$ cat config.mk
export PLATFORM = sky130hd
export DESIGN_NAME = mem_byte_ctrl
export DESIGN_NICKNAME = d
export VERILOG_FILES = /design/src/rtl/mem_byte_ctrl.sv
export SDC_FILE = /design/constraint.sdc
export NUM_CORES = 1
export LEC_CHECK = 0
export BUFFER_PORTS_ARGS = -buffer_cell sky130_fd_sc_hd__buf_2
export CELL_PAD_IN_SITES_DETAIL_PLACEMENT = 1
export CELL_PAD_IN_SITES_GLOBAL_PLACEMENT = 2
export CORE_MARGIN = 1.5
export CORE_UTILIZATION = 33
export DETAILED_ROUTE_END_ITERATION = 8
export PLACE_DENSITY = 0.81
export SETUP_SLACK_MARGIN = 0.15
export SLEW_MARGIN = 20
export SYNTH_ARGS = -nofsm -noshare
export SYNTH_HDL_FRONTEND = slang
export SYNTH_SLANG_ARGS = --single-unit
$ cat constraint.sdc
create_clock -name clk -period 3.56 [get_ports clk]
set_clock_uncertainty 0.2 [all_clocks]
set_input_delay 0.178 -clock clk [delete_from_list [all_inputs] [get_ports clk]]
set_output_delay 0.178 -clock clk [all_outputs]
set_load 0.005 [all_outputs]
$ cat src/rtl/mem_byte_ctrl.sv
// mem_byte_ctrl: memory-stage controller that serialises load/store requests onto an
// 8-bit RAM port, sign/zero-extends loads and stalls the pipeline until the access retires.
// Optional feature macro: MEM_MISALIGN_CHK_EN (trap misaligned half/word requests).
module mem_byte_ctrl #(
    parameter int unsigned BYTE_ADDR_W = 32
) (
    input  logic                   clk,
    input  logic                   rst,
    input  logic [4:0]             ex_mem_e,
    input  logic [31:0]            ex_mem_n,
    input  logic [31:0]            res,
    input  logic [4:0]             wa_i,
    input  logic                   we_i,
    input  logic [7:0]             mem_din,
    output logic [BYTE_ADDR_W-1:0] mem_a,
    output logic [7:0]             mem_dout,
    output logic                   mem_wr,
    output logic                   stall_req,
    output logic [4:0]             wa_o,
    output logic                   we_o,
    output logic [31:0]            wn_o,
    output logic                   done,
    output logic                   misalign
);

    typedef enum logic [1:0] {StIdle, StAccess, StWait, StDone} state_e;

    state_e                 state, state_next;
    logic [1:0]             cnt;
    logic [1:0]             cnt_prev;
    logic [BYTE_ADDR_W-1:0] addr;
    logic [31:0]            data;
    logic [1:0]             len;
    logic                   wr;
    logic                   uns;
    logic [4:0]             wa_cap;
    logic                   we_cap;

    logic                   req_en;
    logic [1:0]             req_len;
    logic                   req_mis;
    logic [BYTE_ADDR_W-1:0] req_addr;
    logic [31:0]            req_word;
    logic [31:0]            addr_word;
    logic [1:0]             last_idx;
    logic [31:0]            load_word;
    logic [31:0]            load_ext;

    assign req_en  = ex_mem_e[4];
    assign req_len = ex_mem_e[3:2];

    // Address as seen on the RAM port and as returned in wn_o for stores/traps.
    generate
        if (BYTE_ADDR_W >= 32) begin : g_wide_addr
            assign req_addr  = BYTE_ADDR_W'(res);
            assign req_word  = res;
            assign addr_word = addr[31:0];
        end else begin : g_narrow_addr
            assign req_addr  = res[BYTE_ADDR_W-1:0];
            assign req_word  = 32'(res[BYTE_ADDR_W-1:0]);
            assign addr_word = 32'(addr);
        end
    endgenerate

`ifdef MEM_MISALIGN_CHK_EN
    logic mis_flag;

    // len 2 is handled as a word, so it takes the word alignment rule.
    assign req_mis = ((req_len == 2'd1) && res[0]) || (req_len[1] && (res[1:0] != 2'b00));

    // Remember whether the DONE we are heading into is a trap.
    always_ff @(posedge clk or negedge rst) begin
        if (!rst) begin
            mis_flag <= 1'b0;
        end else if (state == StIdle) begin
            mis_flag <= req_en && req_mis;
        end
    end

    assign misalign = (state == StDone) && mis_flag;
`else
    assign req_mis  = 1'b0;
    assign misalign = 1'b0;
`endif

    // Index of the final byte: len 0 -> 1 byte, 1 -> 2 bytes, 2/3 -> 4 bytes.
    assign last_idx = (len == 2'd0) ? 2'd0 : (len == 2'd1) ? 2'd1 : 2'd3;
    assign cnt_prev = cnt - 2'd1;

    // RAM port and handshake outputs are decoded from state so reset kills them at once.
    always_comb begin
        mem_a     = '0;
        mem_dout  = 8'h00;
        mem_wr    = 1'b0;
        if (state == StAccess) begin
            mem_a = addr + BYTE_ADDR_W'(cnt);
            if (wr) begin
                mem_dout = data[{cnt, 3'b000} +: 8];
                mem_wr   = 1'b1;
            end
        end
        stall_req = (state == StAccess) || (state == StWait) || ((state == StIdle) && req_en);
        done      = (state == StDone);
    end

    // Merge the final byte arriving this cycle and extend to 32 bits.
    always_comb begin
        load_word = data;
        load_word[{last_idx, 3'b000} +: 8] = mem_din;
        case (len)
            2'd0:    load_ext = {{24{load_word[7] & ~uns}}, load_word[7:0]};
            2'd1:    load_ext = {{16{load_word[15] & ~uns}}, load_word[15:0]};
            default: load_ext = load_word;
        endcase
    end

    // Next-state logic.
    always_comb begin
        state_next = state;
        case (state)
            StIdle: begin
                if (req_en) begin
                    state_next = req_mis ? StDone : StAccess;
                end
            end
            StAccess: begin
                if (cnt == last_idx) begin
                    state_next = wr ? StDone : StWait;
                end
            end
            StWait:  state_next = StDone;
            StDone:  state_next = StIdle;
            default: state_next = StIdle;
        endcase
    end

    // State register.
    always_ff @(posedge clk or negedge rst) begin
        if (!rst) begin
            state <= StIdle;
        end else begin
            state <= state_next;
        end
    end

    // Request capture, byte counter, load assembly and write-back registers.
    always_ff @(posedge clk or negedge rst) begin
        if (!rst) begin
            cnt    <= '0;
            addr   <= '0;
            data   <= '0;
            len    <= '0;
            wr     <= 1'b0;
            uns    <= 1'b0;
            wa_cap <= '0;
            we_cap <= 1'b0;
            wa_o   <= '0;
            we_o   <= 1'b0;
            wn_o   <= '0;
        end else begin
            case (state)
                StIdle: begin
                    if (!req_en) begin
                        wa_o <= wa_i;
                        we_o <= we_i;
                        wn_o <= res;
                    end else begin
                        cnt    <= '0;
                        addr   <= req_addr;
                        data   <= ex_mem_n;
                        len    <= req_len;
                        wr     <= ex_mem_e[1];
                        uns    <= ex_mem_e[0];
                        wa_cap <= wa_i;
                        we_cap <= we_i;
                        we_o   <= 1'b0;
                        if (req_mis) begin
                            wa_o <= wa_i;
                            wn_o <= req_word;
                        end
                    end
                end
                StAccess: begin
                    cnt <= cnt + 2'd1;
                    // Read data lags its address by one cycle.
                    if (!wr && (cnt != 2'd0)) begin
                        data[{cnt_prev, 3'b000} +: 8] <= mem_din;
                    end
                    if (wr && (cnt == last_idx)) begin
                        wa_o <= wa_cap;
                        we_o <= 1'b0;
                        wn_o <= addr_word;
                    end
                end
                StWait: begin
                    wa_o <= wa_cap;
                    we_o <= we_cap;
                    wn_o <= load_ext;
                end
                default: begin
                end
            endcase
        end
    end

endmodule

==> results.json, run 1 <==
{
  "final_area_mm2": 0.00939,
  "syn_area_mm2": 0.00697,
  "cts_buffers": 17,
  "stdcell_count": 1220,
  "finalMaxSlewViolations": 0,
  "wl_per_cell_um": 20.3,
  "rsz0062_at_grt": "false",
  "ys_warn_count": 0,
  "area_growth_pct": 34.8,
  "antenna_found_initial": 0,
  "worst-path-buf-inv": 2,
  "clk_latency_ps": 420,
  "cts.reportedPaths.clkPinSlew_ps": 60,
  "ys_seq_area_share_pct": 41.7,
  "status": "complete, no violations",
  "synthXorXnorAreaFrac_pct": 1.38,
  "synth-compound-area-share_pct": 15.8,
  "async_flop_share_pct": 100,
  "antenna_cells": 0,
  "postPlaceCellArea_mm2": 0.00808,
  "first_global_vias": 6613,
  "gr-total-overflow": 0,
  "cp_top_family": "simple AND/OR/NAND/NOR gates",
  "drt_wl_total_mm": 24.8,
  "grt_max_degree": 63,
  "ys.flop_type": "dfrtp_1",
  "clock_path_buffers": 2,
  "grt_use_total_pct": 23.1,
  "cts-root-buf": "clkbuf_16",
  "fin_crit_sh_pct": 89.3,
  "drive_gt1_share_pct": 33.7,
  "setup_tns_ps": 0,
  "core_mm2": 0.0205,
  "cts_tree": "done",
  "fill_cells": 2355,
  "cts_max_level": 4,
  "synth_top_family_by_area": "multiplexers",
  "io_buffers": 165,
  "max-slew-margin-rel_pct": 38.4,
  "crit_path_cell_trace": "buf_4, fa_1, and3_1, nand3_2, or4_1, a21oi_1, buf_2",
  "path_max_fanout": 15,
  "synth-edff-count": 0,
  "ys_types": 50,
  "die_y_um": 148,
  "hpwl_mm": 17.7,
  "viasPerCell": 5.31,
  "yosysTopAreaCellShare_pct": 41.7,
  "cp.arrival_ps": 2800,
  "crit_slowest_cell": "or4_1",
  "worstSetupStartpointType": "flop",
  "die_area_mm2": 0.0220,
  "critPathLaunch": "cnt[1]",
  "hold_path.startpoint": "mem_din[1]",
  "start_util_pct": 34.0,
  "maxCapViolCount": 0,
  "crit_type": "reg2out",
  "worstMarginPinSlew_ps": 922,
  "synthAdderAreaFrac_pct": 2.08,
  "die_x_um": 148,
  "vias": 6481,
  "place_inst": 1114,
  "cts.sinks": 116,
  "fin_total_pwr_mw": 9.26,
  "synth_area_per_cell_um2": 9.76,
  "synthMuxAreaShare_pct": 17.8,
  "synthSimpleGateAreaFrac_pct": 17.3,
  "postCtsSetupBuffers": 0,
  "synthTopCellsByArea": "dfrtp_1 42%, mux2_2 14%, nor2_1 4.2%",
  "worstReg2RegStart": "state[0]",
  "end_kind": "output pin",
  "drtAntennaViolNets": 0,
  "synth_seq_cells": 116,
  "syn_inst": 714,
  "grt_pass1_wl_mm": 38.8,
  "io_pins": 167,
  "max_freq_ghz": 0.314,
  "hold_slack_ps": 26.2,
  "drcViolationCount": 0,
  "globalplace.congestion": 0.823,
  "irDropWorstVdd_mv": 0.450,
  "critPathRequiredTime_ps": 3180,
  "finalWorstPathRequiredPeriod_ps": 3180,
  "powerDensity_mw_per_mm2": 986,
  "p_leak_nw": 4.00,
  "hold_class": "in2reg",
  "drt_iter0_markers": 310,
  "critPathMaxStageDelay_ps": 560,
  "core.rowCount": 52,
  "synth_nets": 810,
  "hold_violations": 0,
  "finalSetupViolCount": 0,
  "nNetsFinal": 1034,
  "first_pass_iters": 5,
  "yosys.area.top_type": "dfrtp_1"
}
-- logic make-up after synthesis --
group | Yosys count
simple gates | 233
compound gates | 169
flops | 116
mux | 103
buf+inv | 70
fa+ha+maj | 11
xor+xnor | 11
other cells | 1
-- cell usage after synthesis, drive strengths merged (8+ instances only) --
master / instances
ha: 10
mux2i: 10
a21oi: 42
a31oi: 25
nand2b: 24
nor4: 8
buf: 20
o21ai: 25
mux2: 85
a22oi: 32
nor2b: 18
or4: 8
nor3b: 8
o211ai: 16
nor3: 11
nand3: 13
mux4: 8
dfrtp: 116
nand2: 38
inv: 14
clkbuf: 35
nor2: 78
o31ai: 8
-- worst min-delay path, delay by kind of cell --
family / cells / cell delay (ps)
AOI/OAI and AO/OA: 2 / 260
buffers and inverters: 1 / 170
-- worst paths after layout --
path,cells after the start,slack [ps],to
max,7,380,mem_a[18]
min,3,30,data[1]
max reg2reg,6,1020,wa_o[1]
min reg2reg,1,300,wa_o[0]
max in group asynchronous,3,2110,data[21]
min in group asynchronous,2,260,wa_o[0]
-- through the flow --
stage | worst slack, ps | util, %
final | 380 | 45.8
after global routing | 184 | 45.8
after CTS | 193 | 45.8
after detailed placement | 561 | 39.4
after global placement | 628 | 39.4
after floorplan | 894 | -
-- placed cells by master, fill, tap and decap left out, types with 10 or more instances in the layout --
| master | synthesis | final |
|---|---|---|
| o21ai_0 | 25 | 25 |
| dlygate4sd3_1 | 0 | 75 |
| nor2b_1 | 18 | 18 |
| a31oi_1 | 25 | 25 |
| inv_1 | 14 | 14 |
| nor2_1 | 78 | 78 |
| nand3_1 | 12 | 11 |
| buf_2 | 8 | 164 |
| mux2_2 | 85 | 85 |
| mux2i_1 | 10 | 10 |
| clkbuf_16 | 0 | 17 |
| a21oi_1 | 42 | 42 |
| a22oi_1 | 32 | 32 |
| buf_4 | 2 | 20 |
| dfrtp_1 | 116 | 116 |
| o211ai_1 | 16 | 16 |
| nand2b_1 | 24 | 24 |
| nand2_1 | 38 | 37 |
| nor3_1 | 11 | 11 |
-- routing by layer --
layer,track usage [%],part of all wire [%]
met1,32.6,48
met3,3.93,4.9
met4,6.49,1.9
met2,36.7,46
met5,0,0
-- layout make-up --
cell class | count | area, um2 | area share (%)
Clock inverter | 9 | 81.3 | 0.866
Timing Repair Buffer | 260 | 1740 | 18.5
Multi-Input combinational cell | 528 | 3810 | 40.5
Tap cell | 270 | 338 | 3.60
Clock buffer | 22 | 464 | 4.94
Inverter | 15 | 56.3 | 0.600
Sequential cell | 116 | 2900 | 30.9
-- state kept, by name, summed over array words and instances (netlist names) --
| register | count |
|---|---|
| addr | 32 |
| cnt | 2 |
| data | 32 |
| len | 2 |
| state | 2 |
| uns | 1 |
| wa_cap | 5 |
| wa_o | 5 |
| we_cap | 1 |
| we_o | 1 |
| wn_o | 32 |
| wr | 1 |
-- timing repair --
item	4_1_cts	5_1_grt
endpoints found under the setup margin	1	13
hold endpoints to repair	149	0
gates cloned	0	0
hold buffers	75	0
resized for setup	1	2
-- where the power goes --
part / switching [mW] / total, mW / internal (mW)
logic: 2.62 / 4.92 / 2.30
registers: 0.694 / 2.73 / 2.04
clock network: 0.613 / 1.60 / 0.986
total: 3.93 / 9.26 / 5.33
Note: power is estimated with default switching activity, not from simulation.
==> run 2, diff against run 1 <==
==> constraint.sdc (replaced) <==
create_clock -name clk -period 3.56 [get_ports clk]
set_clock_uncertainty 0.2 [all_clocks]
set_input_delay 0.356 -clock clk [delete_from_list [all_inputs] [get_ports clk]]
set_output_delay 0.356 -clock clk [all_outputs]
set_load 0.005 [all_outputs]
==> run 2 against run 1 <==
  * Global-route usage fell by 0.63 points
  * Critical path type unchanged
  * Worst hold slack got worse by 22 ps
  * Clock-buffer cell count fell by 5
==> results.json, run 2 (synthesized netlist as in run 1, its figures left out) <==
{
  "drcViolationCount": 0,
  "drive_gt1_share_pct": 35.3,
  "r2r_setup_slack_ps": 860,
  "core_mm2": 0.0205,
  "cts_buffers": 17,
  "fin_ws_ps": 242,
  "grt_max_degree": 71,
  "p_leak_nw": 3.88,
  "worstSetupStartpointType": "flop",
  "critPathMaxStageDelay_ps": 490,
  "final_util_pct": 44.5,
  "crit_slowest_cell": "dfrtp_1",
  "powerDensity_mw_per_mm2": 1030,
  "top_regs": "addr x32, data x32, wn_o x32",
  "postPlaceCellArea_mm2": 0.00808,
  "viasPerCell": 5.44,
  "rsz0062_at_grt": "true",
  "final_cell_mix": "164 x buf_2, 116 x dfrtp_1, 85 x mux2_2, 78 x nor2_1, 42 x a21oi_1",
  "grt_use_total_pct": 22.5,
  "cp.arrival_ps": 2760,
  "io_buffers": 165,
  "hold_path.startpoint": "res[7]",
  "max-slew-margin-rel_pct": 31.2,
  "cts.reportedPaths.clkPinSlew_ps": 50,
  "clk_latency_ps": 430,
  "io_pins": 167,
  "finalMaxSlewViolations": 0,
  "worstMarginPinSlew_ps": 1030,
  "final_common_cell": "buf_2",
  "cts_tree": "done",
  "cts_max_level": 4,
  "gr-total-overflow": 0,
  "die_x_um": 148,
  "finalWorstPathRequiredPeriod_ps": 3320,
  "maxCapViolCount": 0,
  "nNetsFinal": 1000,
  "area_growth_pct": 30.8,
  "antenna_cells": 0,
  "stdcell_count": 1187,
  "place_inst": 1114,
  "start_util_pct": 34.0,
  "fin_crit_sh_pct": 93.2,
  "max_freq_ghz": 0.301,
  "die_area_mm2": 0.0220,
  "path_max_fanout": 17,
  "finalSetupViolCount": 0,
  "vias": 6457,
  "worstReg2RegStart": "state[0]",
  "hpwl_mm": 17.4,
  "core.rowCount": 52,
  "drt_wl_total_mm": 24.4,
  "drtAntennaViolNets": 0,
  "wl_per_cell_um": 20.6,
  "critPathLaunch": "addr[7]",
  "crit_path_cell_trace": "and4_1, or4b_1, buf_4, or4_1, a21oi_1, buf_2",
  "clock_path_buffers": 2,
  "status": "complete, no violations",
  "drt_iter0_markers": 337,
  "post-place-ws_ps": 525,
  "antenna_found_initial": 0,
  "crit_type": "reg2out",
  "hold_class": "in2reg",
  "cts-root-buf": "clkbuf_16",
  "globalplace.congestion": 0.833,
  "hold_violations": 0,
  "setup_tns_ps": 0,
  "grt_pass1_wl_mm": 37.5,
  "critPathRequiredTime_ps": 3000,
  "final_area_mm2": 0.00911,
  "end_kind": "output pin",
  "first_global_vias": 6377,
  "cts.sinks": 116,
  "die_y_um": 148,
  "first_pass_iters": 5,
  "irDropWorstVdd_mv": 0.577
}
-- run 2: changes by cell type in the layout (fill, tap and decap cells not counted), sizes merged --
cell         before  now
bufinv            1    3
clkbuf           22   17
clkinv            6    7
dlygate4sd3      75   41
inv              14   17
-- run 2: final cells by class --
cell class	count	area (um2)
fill	2386	11400
multi-input combinational	528	3810
sequential	116	2900
timing repair buffer	226	1400
clock buffer	17	425
tap	270	338
clock inverter	15	180
inverter	15	56.3
-- run 2: report_power, final --
| group | switching (mW) | total, mW | internal, mW | leakage, nW |
|---|---|---|---|---|
| Clock | 0.681 | 1.79 | 1.10 | 0.290 |
| Combinational | 2.58 | 4.84 | 2.27 | 2.23 |
| Sequential | 0.693 | 2.73 | 2.04 | 1.36 |
-- run 2: path summary, 6_finish.rpt --
check | to | cells after the start
min reg2reg | wa_cap[4] | 1
max | mem_a[21] | 6
min in group asynchronous | wa_cap[0] | 2
max in group asynchronous | data[22] | 3
max reg2reg | wn_o[10] | 6
min | addr[7] | 2
-- run 2: layer usage --
| metal | routed length (um) | global-route usage (%) | up-vias | share of wire, % |
|---|---|---|---|---|
| li1 | - | - | 2986 | - |
| met1 | 11500 | 32.0 | 3233 | 47 |
| met2 | 11200 | 35.2 | 209 | 46 |
| met3 | 1250 | 3.22 | 29 | 5.1 |
| met4 | 438 | 7.52 | 0 | 1.8 |
| met5 | 0 | 0 | - | 0 |
-- run 2: repair_timing --
item,4_1_cts,5_1_grt
endpoints found under the setup margin,6,6
setup buffers,0,0
hold endpoints to repair,109,0
gates cloned,0,0
hold buffers,41,0
resized for setup,1,3
-- run 2: critical path: cells and delay by family (launching register included) --
family	cells	cell delay, ps
simple gates	3	1280
compound gates	1	190
flops	1	490
buf+inv	2	370
-- run 2: metrics by stage --
stage	hold WS, ps	power, mW
floorplan	-140	5.88
global placement	280	7.43
detailed placement	291	7.54
CTS	1.24	9.40
global route	6.66	10.0
finish	4.56	9.36
==> run 3, diff against run 2 <==
Settings changed: ABC_AREA from default to 1, CORE_UTILIZATION 33 to 29.
==> run 3 against run 2 <==
  * Wire length up 22%
  * Clock power up 5%
  * Utilization down 7.7 points
  * Non-clock buffer count down 40
  * Clock-buffer cell count up 4
  * Design area up 1.3%
  * Combinational power up 8.1%
  * Critical path depth up 4
  * Setup slack better by 170 ps
  * Die area up 20%
  * Fmax up 5.4%
==> results.json, run 3 <==
{
  "grt_max_degree": 69,
  "synth_nets": 1200,
  "max_freq_ghz": 0.318,
  "finalWorstPathRequiredPeriod_ps": 3150,
  "critPathRequiredTime_ps": 3000,
  "synth_area_per_cell_um2": 6.71,
  "maxCapViolCount": 0,
  "final_common_cell": "nand2_1",
  "cts_resized": 0,
  "r2r_end": "data[20]",
  "synth_seq_cells": 116,
  "hold_path.startpoint": "ex_mem_e[2]",
  "cts-root-buf": "clkbuf_16",
  "cts.sinks": 116,
  "synth-edff-count": 0,
  "irDropWorstVdd_mv": 0.491,
  "ys_seq_area_share_pct": 39.2,
  "hpwl_mm": 22.6,
  "viasPerCell": 4.98,
  "syn_area_mm2": 0.00740,
  "powerDensity_mw_per_mm2": 1050,
  "yosysTopAreaCellShare_pct": 39.2,
  "grt_pass1_wl_mm": 46.2,
  "cp.arrival_ps": 2590,
  "start_util_pct": 29.5,
  "first_global_vias": 8055,
  "yosys.area.top_type": "dfrtp_1",
  "top_regs": "addr x32, data x32, wn_o x32",
  "wl_per_cell_um": 18.7,
  "worstReg2RegStart": "cnt[1]",
  "max-slew-margin-rel_pct": 53.8,
  "drive_gt1_share_pct": 17.7,
  "hold_class": "in2reg",
  "antenna_found_initial": 0,
  "grt_use_total_pct": 23.0,
  "final_cell_mix": "333 x nand2_1, 164 x buf_2, 126 x a21oi_1, 120 x nor2_1, 116 x dfrtp_1",
  "drcViolationCount": 0,
  "antenna_cells": 0,
  "worstSetupStartpointType": "flop",
  "nNetsFinal": 1353,
  "ys_types": 38,
  "cts_tree": "done",
  "critPathLaunch": "cnt[1]",
  "drtAntennaViolNets": 0,
  "async_flop_share_pct": 100,
  "syn_inst": 1104,
  "core.rowCount": 58,
  "synthTopCellsByArea": "dfrtp_1 39%, nand2_1 17%, a21oi_1 8.5%",
  "hold_violations": 0,
  "core_mm2": 0.0251,
  "clock_path_buffers": 2,
  "gr-total-overflow": 0,
  "rsz0062_at_grt": "false",
  "fin_total_pwr_mw": 9.69,
  "ys.flop_type": "dfrtp_1",
  "status": "complete, no violations",
  "r2r_setup_slack_ps": 980,
  "reg2reg_depth": 8,
  "drt_wl_total_mm": 29.9,
  "die_x_um": 163,
  "finalSetupViolCount": 0,
  "min_to": "len[0]",
  "fin_crit_sh_pct": 88.4,
  "yosys-top-cells-count": "334 x nand2_1, 126 x a21oi_1, 120 x nor2_1",
  "drt_iter0_markers": 596,
  "finalMaxSlewViolations": 0,
  "cts.reportedPaths.clkPinSlew_ps": 60,
  "p_leak_nw": 4.74,
  "synth_most_common_cell": "nand2_1",
  "min_delay_path_depth": 3,
  "clk_latency_ps": 420,
  "area_growth_pct": 24.7,
  "end_kind": "output pin",
  "io_pins": 167,
  "path_max_fanout": 14,
  "setup_tns_ps": 0,
  "cts_max_level": 4,
  "first_pass_iters": 5,
  "die_area_mm2": 0.0265,
  "crit_type": "reg2out",
  "vias": 7958,
  "fill_cells": 3299,
  "worstMarginPinSlew_ps": 693,
  "die_y_um": 163,
  "io_buffers": 165,
  "ys_warn_count": 0,
  "cts_buffers": 17,
  "globalplace.congestion": 0.904
}
==> run 3: cell types whose count changed after synthesis, moves of 44 or more <==
| cell | before | now |
|---|---|---|
| inv_1 | 14 | 100 |
| nand2_1 | 38 | 334 |
| a21oi_1 | 42 | 126 |
| nand3_1 | 12 | 73 |
| o21ai_1 | 0 | 44 |
| mux2_2 | 85 | 0 |
==> run 3: worst max path at each step <==
stage	end	slack, ps
final	mem_a[16]	410
after global routing	mem_a[16]	160
after CTS	mem_a[16]	400
after detailed placement	mem_a[16]	860
after global placement	mem_a[16]	900
after floorplan	mem_a[16]	1350
==> run 3: cell type report <==
| cell class | instances | area (um2) | area share (%) |
|---|---|---|---|
| multi-input cells | 828 | 3850 | 41.7 |
| repair buffers | 186 | 1040 | 11.2 |
| clock buffers | 21 | 440 | 4.77 |
| inverters | 108 | 408 | 4.42 |
| flip-flops and latches | 116 | 2900 | 31.4 |
| clock inverters | 10 | 181 | 1.97 |
| well taps | 330 | 413 | 4.47 |
==> run 3: timing repair <==
item / in CTS / in global routing
buffers inserted: 0 / 0
hold buffers: 10 / 0
hold endpoints to repair: 57 / 0
==> run 3: cell families (layout without fill, tap and decap cells) <==
kind of cell	count (synthesis)	count (layout)	synth area share (%)
adder cells (fa/ha/maj)	11	11	1.96
buffers and inverters	160	325	8.94
AND/OR/NAND/NOR	552	552	30.3
AO/OA/AOI/OAI	254	254	18.0
flip-flops	116	116	39.2
other	1	1	0.0507
XOR/XNOR	3	3	0.456
multiplexers	7	7	1.06
==> run 3: metrics by stage <==
step	instance area (um2)	worst slack (ps)	std cells	hold WS [ps]	utilization, %
after floorplan	7400	1350	1104	-140	-
after global placement	8510	901	1558	249	33.9
after detailed placement	8510	857	1558	243	33.9
after CTS	9230	400	1599	0.257	36.8
after global routing	9230	162	1599	6.57	36.8
final	9230	412	1599	11.4	36.8
==> run 3: power breakdown <==
| part | switching, mW | total [mW] | internal [mW] |
|---|---|---|---|
| clock | 0.648 | 1.88 | 1.24 |
| combinational | 3.52 | 5.23 | 1.71 |
| sequential | 0.614 | 2.58 | 1.96 |
==> run 3: worst max-delay path, stage by stage, from the launching register on <==
cell	delay, ps
dfrtp_1	730
fa_1	310
nand2_1	110
nor2_2	150
nand2_1	140
nor2_2	170
nand3_1	170
nand2_1	100
nand2_1	50
nor2_1	120
buf_2	130
==> run 3: routing by layer <==
layer	vias to the layer above	global-route usage, %	part of all wire [%]	routed length (um)
li1	3891	-	-	-
met1	3849	32.7	49	14600
met2	187	35.8	45	13500
met3	31	4.05	4.2	1250
met4	0	6.17	1.8	542
met5	-	0	0	0
